[src/rtl/traffic_generator_pkg.sv]
// Shared types and widths for the traffic generator burst scheduler.
// Holds the scheduler state encoding and the default counter/PTP field widths.
package traffic_generator_pkg;

    localparam int TGEN_CNT_WIDTH  = 32;
    localparam int TGEN_SEC_WIDTH  = 48;
    localparam int TGEN_NSEC_WIDTH = 30;

    typedef enum logic [2:0] {
        ST_IDLE      = 3'd0,
        ST_REQ       = 3'd1,
        ST_WAIT_DONE = 3'd2,
        ST_GAP       = 3'd3,
        ST_DONE      = 3'd4
    } tgen_sched_state_t;

endpackage

[src/rtl/tgen_gap_timer.sv]
// Loadable down-counter timing the idle gap between bursts.
// expired flags the final cycle of the loaded gap so the scheduler can leave GAP on it.
module tgen_gap_timer #(
    parameter int WIDTH = 32
) (
    input  logic             clk,
    input  logic             resetn,
    input  logic             load,
    input  logic [WIDTH-1:0] value,
    output logic             expired
);

    logic [WIDTH-1:0] count;

    // NOTE: registers are written with <= so every flop samples pre-edge values.
    always_ff @(posedge clk or negedge resetn) begin
        if (!resetn) begin
            count <= '0;
        end else if (load) begin
            count <= value;
        end else if (count != '0) begin
            count <= count - WIDTH'(1);
        end
    end

    assign expired = (count <= WIDTH'(1));

endmodule

[src/rtl/traffic_generator_burst_scheduler.sv]
// Burst scheduler: one frame request per frame, idle gap after each burst, stop at total.
// Optional first-ack PTP timestamp capture is built when TGEN_SCHED_TIMESTAMP_EN is defined.
module traffic_generator_burst_scheduler
    import traffic_generator_pkg::*;
#(
    parameter int CNT_WIDTH = TGEN_CNT_WIDTH
) (
    input  logic                       clk,
    input  logic                       resetn,
    input  logic                       run,
    input  logic [CNT_WIDTH-1:0]       frames_per_burst,
    input  logic [CNT_WIDTH-1:0]       interburst_gap,
    input  logic [CNT_WIDTH-1:0]       total_frames,
`ifdef TGEN_SCHED_TIMESTAMP_EN
    input  logic [TGEN_SEC_WIDTH-1:0]  sec,
    input  logic [TGEN_NSEC_WIDTH-1:0] nsec,
    output logic [TGEN_SEC_WIDTH-1:0]  first_sec,
    output logic [TGEN_NSEC_WIDTH-1:0] first_nsec,
`endif
    output logic                       frame_req,
    input  logic                       frame_ack,
    input  logic                       frame_done,
    output logic [CNT_WIDTH-1:0]       frames_sent,
    output logic [CNT_WIDTH-1:0]       bursts_sent,
    output logic                       busy,
    output logic                       done
);

    tgen_sched_state_t    state, next_state;
    logic [CNT_WIDTH-1:0] burst_cnt;
    logic [CNT_WIDTH-1:0] frames_next, burst_next;
    logic                 accept, clear_cnt, count_frame, close_burst;
    logic                 gap_load, gap_expired;

    // An ack only counts once the engine can actually see frame_req high.
    assign accept      = (state == ST_REQ) && frame_req && frame_ack;
    assign frames_next = frames_sent + CNT_WIDTH'(1);
    assign burst_next  = burst_cnt + CNT_WIDTH'(1);
    // A frame already in flight must finish counting before run low wipes the totals.
    assign clear_cnt   = !run && (state != ST_WAIT_DONE);

    tgen_gap_timer #(.WIDTH(CNT_WIDTH)) u_gap_timer (
        .clk     (clk),
        .resetn  (resetn),
        .load    (gap_load),
        .value   (interburst_gap),
        .expired (gap_expired)
    );

    // NOTE: every always_comb output gets a default first so no latch is inferred.
    always_comb begin
        next_state  = state;
        count_frame = 1'b0;
        close_burst = 1'b0;
        gap_load    = 1'b0;
        unique case (state)
            ST_IDLE: begin
                if (run && ((total_frames == '0) || (frames_sent < total_frames)))
                    next_state = ST_REQ;
            end
            ST_REQ: begin
                if (accept)    next_state = ST_WAIT_DONE;
                else if (!run) next_state = ST_IDLE;
            end
            ST_WAIT_DONE: begin
                if (frame_done) begin
                    count_frame = 1'b1;
                    if ((total_frames != '0) && (frames_next == total_frames)) begin
                        close_burst = 1'b1;
                        next_state  = ST_DONE;
                    end else if (!run) begin
                        next_state = ST_IDLE;
                    end else if ((frames_per_burst != '0) && (burst_next >= frames_per_burst)) begin
                        close_burst = 1'b1;
                        if (interburst_gap == '0) begin
                            next_state = ST_REQ;
                        end else begin
                            gap_load   = 1'b1;
                            next_state = ST_GAP;
                        end
                    end else begin
                        next_state = ST_REQ;
                    end
                end
            end
            ST_GAP: begin
                if (!run)             next_state = ST_IDLE;
                else if (gap_expired) next_state = ST_REQ;
            end
            ST_DONE: begin
                if (!run) next_state = ST_IDLE;
            end
            default: next_state = ST_IDLE;
        endcase
    end

    // frame_req follows state by one cycle, so it only rises after a full REQ cycle.
    always_ff @(posedge clk or negedge resetn) begin
        if (!resetn) begin
            state       <= ST_IDLE;
            frame_req   <= 1'b0;
            busy        <= 1'b0;
            done        <= 1'b0;
            frames_sent <= '0;
            bursts_sent <= '0;
            burst_cnt   <= '0;
        end else begin
            state     <= next_state;
            frame_req <= (state == ST_REQ) && (next_state == ST_REQ);
            busy      <= next_state inside {ST_REQ, ST_WAIT_DONE, ST_GAP};
            done      <= (next_state == ST_DONE);
            if (clear_cnt) begin
                frames_sent <= '0;
                bursts_sent <= '0;
                burst_cnt   <= '0;
            end else if (count_frame) begin
                frames_sent <= frames_next;
                if (close_burst) begin
                    bursts_sent <= bursts_sent + CNT_WIDTH'(1);
                    burst_cnt   <= '0;
                end else begin
                    burst_cnt <= burst_next;
                end
            end
        end
    end

`ifdef TGEN_SCHED_TIMESTAMP_EN
    logic ts_captured;

    // Re-armed on each IDLE->REQ start; the old capture stays visible until replaced.
    always_ff @(posedge clk or negedge resetn) begin
        if (!resetn) begin
            ts_captured <= 1'b0;
            first_sec   <= '0;
            first_nsec  <= '0;
        end else if ((state == ST_IDLE) && (next_state == ST_REQ)) begin
            ts_captured <= 1'b0;
        end else if (accept && !ts_captured) begin
            ts_captured <= 1'b1;
            first_sec   <= sec;
            first_nsec  <= nsec;
        end
    end
`endif

endmodule

[config.mk]
export PLATFORM = sky130hd
export DESIGN_NAME = traffic_generator_burst_scheduler
export DESIGN_NICKNAME = d
export VERILOG_FILES = /design/src/rtl/traffic_generator_pkg.sv /design/src/rtl/tgen_gap_timer.sv /design/src/rtl/traffic_generator_burst_scheduler.sv
export SDC_FILE = /design/constraint.sdc
export NUM_CORES = 1
export LEC_CHECK = 0
export CAP_MARGIN = 20
export CORE_MARGIN = 2
export CORE_UTILIZATION = 25
export CTS_BUF_LIST = sky130_fd_sc_hd__clkbuf_8 sky130_fd_sc_hd__clkbuf_16
export DETAILED_ROUTE_END_ITERATION = 16
export PLACE_DENSITY = 0.48
export SLEW_MARGIN = 20
export SYNTH_ARGS = -nofsm -noshare
export SYNTH_HDL_FRONTEND = slang
export SYNTH_SLANG_ARGS = --single-unit
[constraint.sdc]
create_clock -name clk -period 15.2 [get_ports clk]
set_input_delay 2.28 -clock clk [delete_from_list [all_inputs] [get_ports clk]]
set_output_delay 2.28 -clock clk [all_outputs]
set_load 0.02 [all_outputs]
==> results.ini <==
[status]
status=finished, final reports clean

[logic_synthesis]
netlist_instances=1281
synth.yosys.warnings=0
largest_family_of_logic_cells_by_synthesized_area=simple AND/OR/NAND/NOR gates
synth_compound_area_share_pct=20.16
synthXorXnorAreaFrac_pct=7.688
synth_async_sr_flop_share_pct=100.0
synth-main-ff-cell=dfrtp_1
synth.ff_latch_count=134
post_synth_edffs=0
ys_types=72
post_synthesis_cell_area_um2=10680
synth-adder-area-share_pct=8.086
synth_simple_gate_area_share_pct=24.40
synth_sequential_area_ratio_pct=31.41
synth_nets=1451
synth_area_per_cell_um2=8.334
mux_cell_area_share_after_synthesis_pct=2.520

[finish]
area_growth_syn_to_layout_pct=26.26
finish.net_count=1578
final_layout_size_suffix_gt1_share_pct=5.208
diodes=0
fill_cells=4449
layout.core_utilization_pct=32.07

[placement]
gp_congestion=0.8050
numPortBuffers=167
detailed_place_hpwl_um=26070
pre_cts_ws_ns=8.575

[critical_path]
cp.arrival_ns=6.68
reg2reg_depth=16
timing.critical_path.fanout_max=50
worstSetupStartpointType=flip-flop
worstSetupPathType=reg -> reg
crit_required_ns=15.50
crit_path_end_kind=flip-flop

[timing]
setup_total_negative_slack_ns=0
hold_ws_ns=0.5303
clock.fmax_mhz=156.7
tightestPinTransition_ns=1.027
finalWorstSetupSlack_ns=8.820
finalWorstPathRequiredPeriod_ns=6.380
grt_setup_unrepaired=false
finClkSkew_ns=0.01457
hold_violations=0
maxSlewHeadroom_pct=31.50
tcrit_tclk_final_pct=41.97
setup-violations-final=0
drv_slew=0

[route]
wl_per_cell_um=18.29
routed_wirelength_um=35850
drt_first_iter_violations=564
viasPerCell=5.203
dr_total_vias=10200
drtPass1Iterations=5
drt_drc_violations_left=0
ant_nets=0

[clock_tree]
cts_inserted_buffers=17
worst_setup_hold_path_clk_slew_ns=0.07
cts_tree=done
post_cts_buffers=0
cts_hold_buf=0
clock_tree.htree_level_count=4
clkSinkCount=134
clockBufferDepth=2
clockRootBuffer=clkbuf_16
cts.repair.resized=0
clk_latency_ns=0.43

[die]
floorplan.initialDensity_pct=25.40
floorplan.die.width_um=210.7
ioPinCount=168
floorplan.core_area_um2=42040
floorplan.die.height_um=210.7
floorplan.rows=75
fp.dieArea_um2=44380

[global_route]
via_count_of_the_first_global_routing_pass=10070
grt_antenna_before_repair=2
grt_start_max_net_pins=84
grt_util_all_layers_pct=16.37
grt-ovfl-total=0
grt_pass1_wl_um=57470

[min_path]
hold_path_depth=2
worstHoldPathType=reg -> reg

[power_and_ir_drop]
power.leakage_nw=5.556
power.density_nw_per_um2=75.17
irDropWorstVdd_uv=73.24

[job]
cap_viol_max_count=0

-- synthesized netlist by cell type, types with 33 or more instances --
| cell type | n | area share [%] |
|---|---|---|
| nand3_1 | 44 | 2.1 |
| nor4_1 | 41 | 2.4 |
| xnor2_1 | 52 | 4.3 |
| ha_1 | 69 | 8.1 |
| clkbuf_1 | 50 | 1.8 |
| a21oi_1 | 33 | 1.5 |
| dfrtp_1 | 134 | 31 |
| xor2_1 | 39 | 3.2 |
| o31ai_1 | 34 | 2.4 |
| o21ai_0 | 99 | 4.6 |
| nand4_1 | 43 | 2.5 |
| nor2_1 | 58 | 2.0 |
| inv_1 | 84 | 3.0 |
| nand2_1 | 151 | 5.3 |
-- registers in the layout, summed over array words and instances, names as in the netlist --
signal             flops
busy                   1
frames_sent           32
bursts_sent           32
state                  3
frame_req              1
done                   1
u_gap_timer.count     32
burst_cnt             32
-- per-stage QoR --
| stage | cell area (um^2) | power, mW | instances |
|---|---|---|---|
| 2_1_floorplan | 10680 | 0.4897 | 1281 |
| 3_3_place_gp | 12830 | 0.5604 | 1928 |
| 3_5_place_dp | 12840 | 0.5633 | 1928 |
| 4_1_cts | 13480 | 1.030 | 1960 |
| 5_1_grt | 13480 | 1.064 | 1960 |
| 6_report | 13480 | 1.013 | 1960 |
-- critical path: stages, from the launching register on --
cell	delay, ns
dfrtp_1	0.42
ha_1	0.26
and3_1	0.31
nand3_1	0.25
nor4_1	0.67
nand3_1	0.29
nor2_1	0.32
nand3_1	0.13
xnor2_1	0.22
ha_1	0.28
o21a_1	0.17
a211oi_1	0.23
o21bai_1	0.15
a211oi_1	0.37
or3_2	0.87
nand3_1	0.77
mux2_2	0.49
-- path summary, 6_finish.rpt --
| path | start | to | slack [ns] |
|---|---|---|---|
| max in group asynchronous | resetn | burst_cnt[28]$_DFFE_PN0P_ | 11.98 |
| min in group asynchronous | resetn | u_gap_timer.count[11]$_DFFE_PN0P_ | 1.88 |
| worst min register to register | burst_cnt[16]$_DFFE_PN0P_ | burst_cnt[16]$_DFFE_PN0P_ | 0.53 |
| worst min-delay path | burst_cnt[16]$_DFFE_PN0P_ | burst_cnt[16]$_DFFE_PN0P_ | 0.53 |
| worst max-delay path | burst_cnt[0]$_DFFE_PN0P_ | bursts_sent[0]$_DFFE_PN0P_ | 8.82 |
| worst max register to register | burst_cnt[0]$_DFFE_PN0P_ | bursts_sent[0]$_DFFE_PN0P_ | 8.82 |
-- kinds of logic (layout without fill, tap and decap cells) --
group	after synthesis	after routing
and+or+nand+nor	489	489
AOI/OAI and AO/OA	317	317
buffers and inverters	154	294
DFF	134	134
xor gates and xnor gates	92	92
adders and majority gates	69	69
muxes	26	26
-- metal layers --
layer  global-route usage, %  part of all wire (%)
met1                   23.00                    48
met2                   24.95                    44
met3                   4.371                   6.7
met4                   3.837                   1.3
met5                       0                 0.036
-- layout make-up --
cell class	count	area (um^2)	share of cell area [%]
clock buffer	18	439.2	3.258
clock inverter	14	200.2	1.485
inverter	84	315.3	2.339
multi-input combinational	993	6743	50.02
sequential	134	3353	24.87
tap	539	674.4	5.003
timing repair buffer	178	1755	13.02
-- cell usage in the layout (no fill, tap or decap), types with 19 or more instances in the layout --
cell type,n
xor2_1,39
nand2b_1,21
a31oi_1,26
dfrtp_1,134
nor3_1,20
ha_1,69
a21o_1,24
o31ai_1,34
a21oi_1,33
xnor2_1,52
o21ai_0,99
mux2i_1,19
nand3_1,44
and3_1,29
nand2_1,151
nand4_1,43
clkdlybuf4s50_1,166
inv_1,85
nor2_1,56
nor4_1,41
-- power by group --
group | internal, mW | switching [mW] | leakage (nW) | total [mW]
logic | 0.0746 | 0.0862 | 3.51 | 0.161
registers | 0.374 | 0.0213 | 1.74 | 0.395
clock network | 0.281 | 0.176 | 0.314 | 0.457
(Power assumes the default switching activity.)
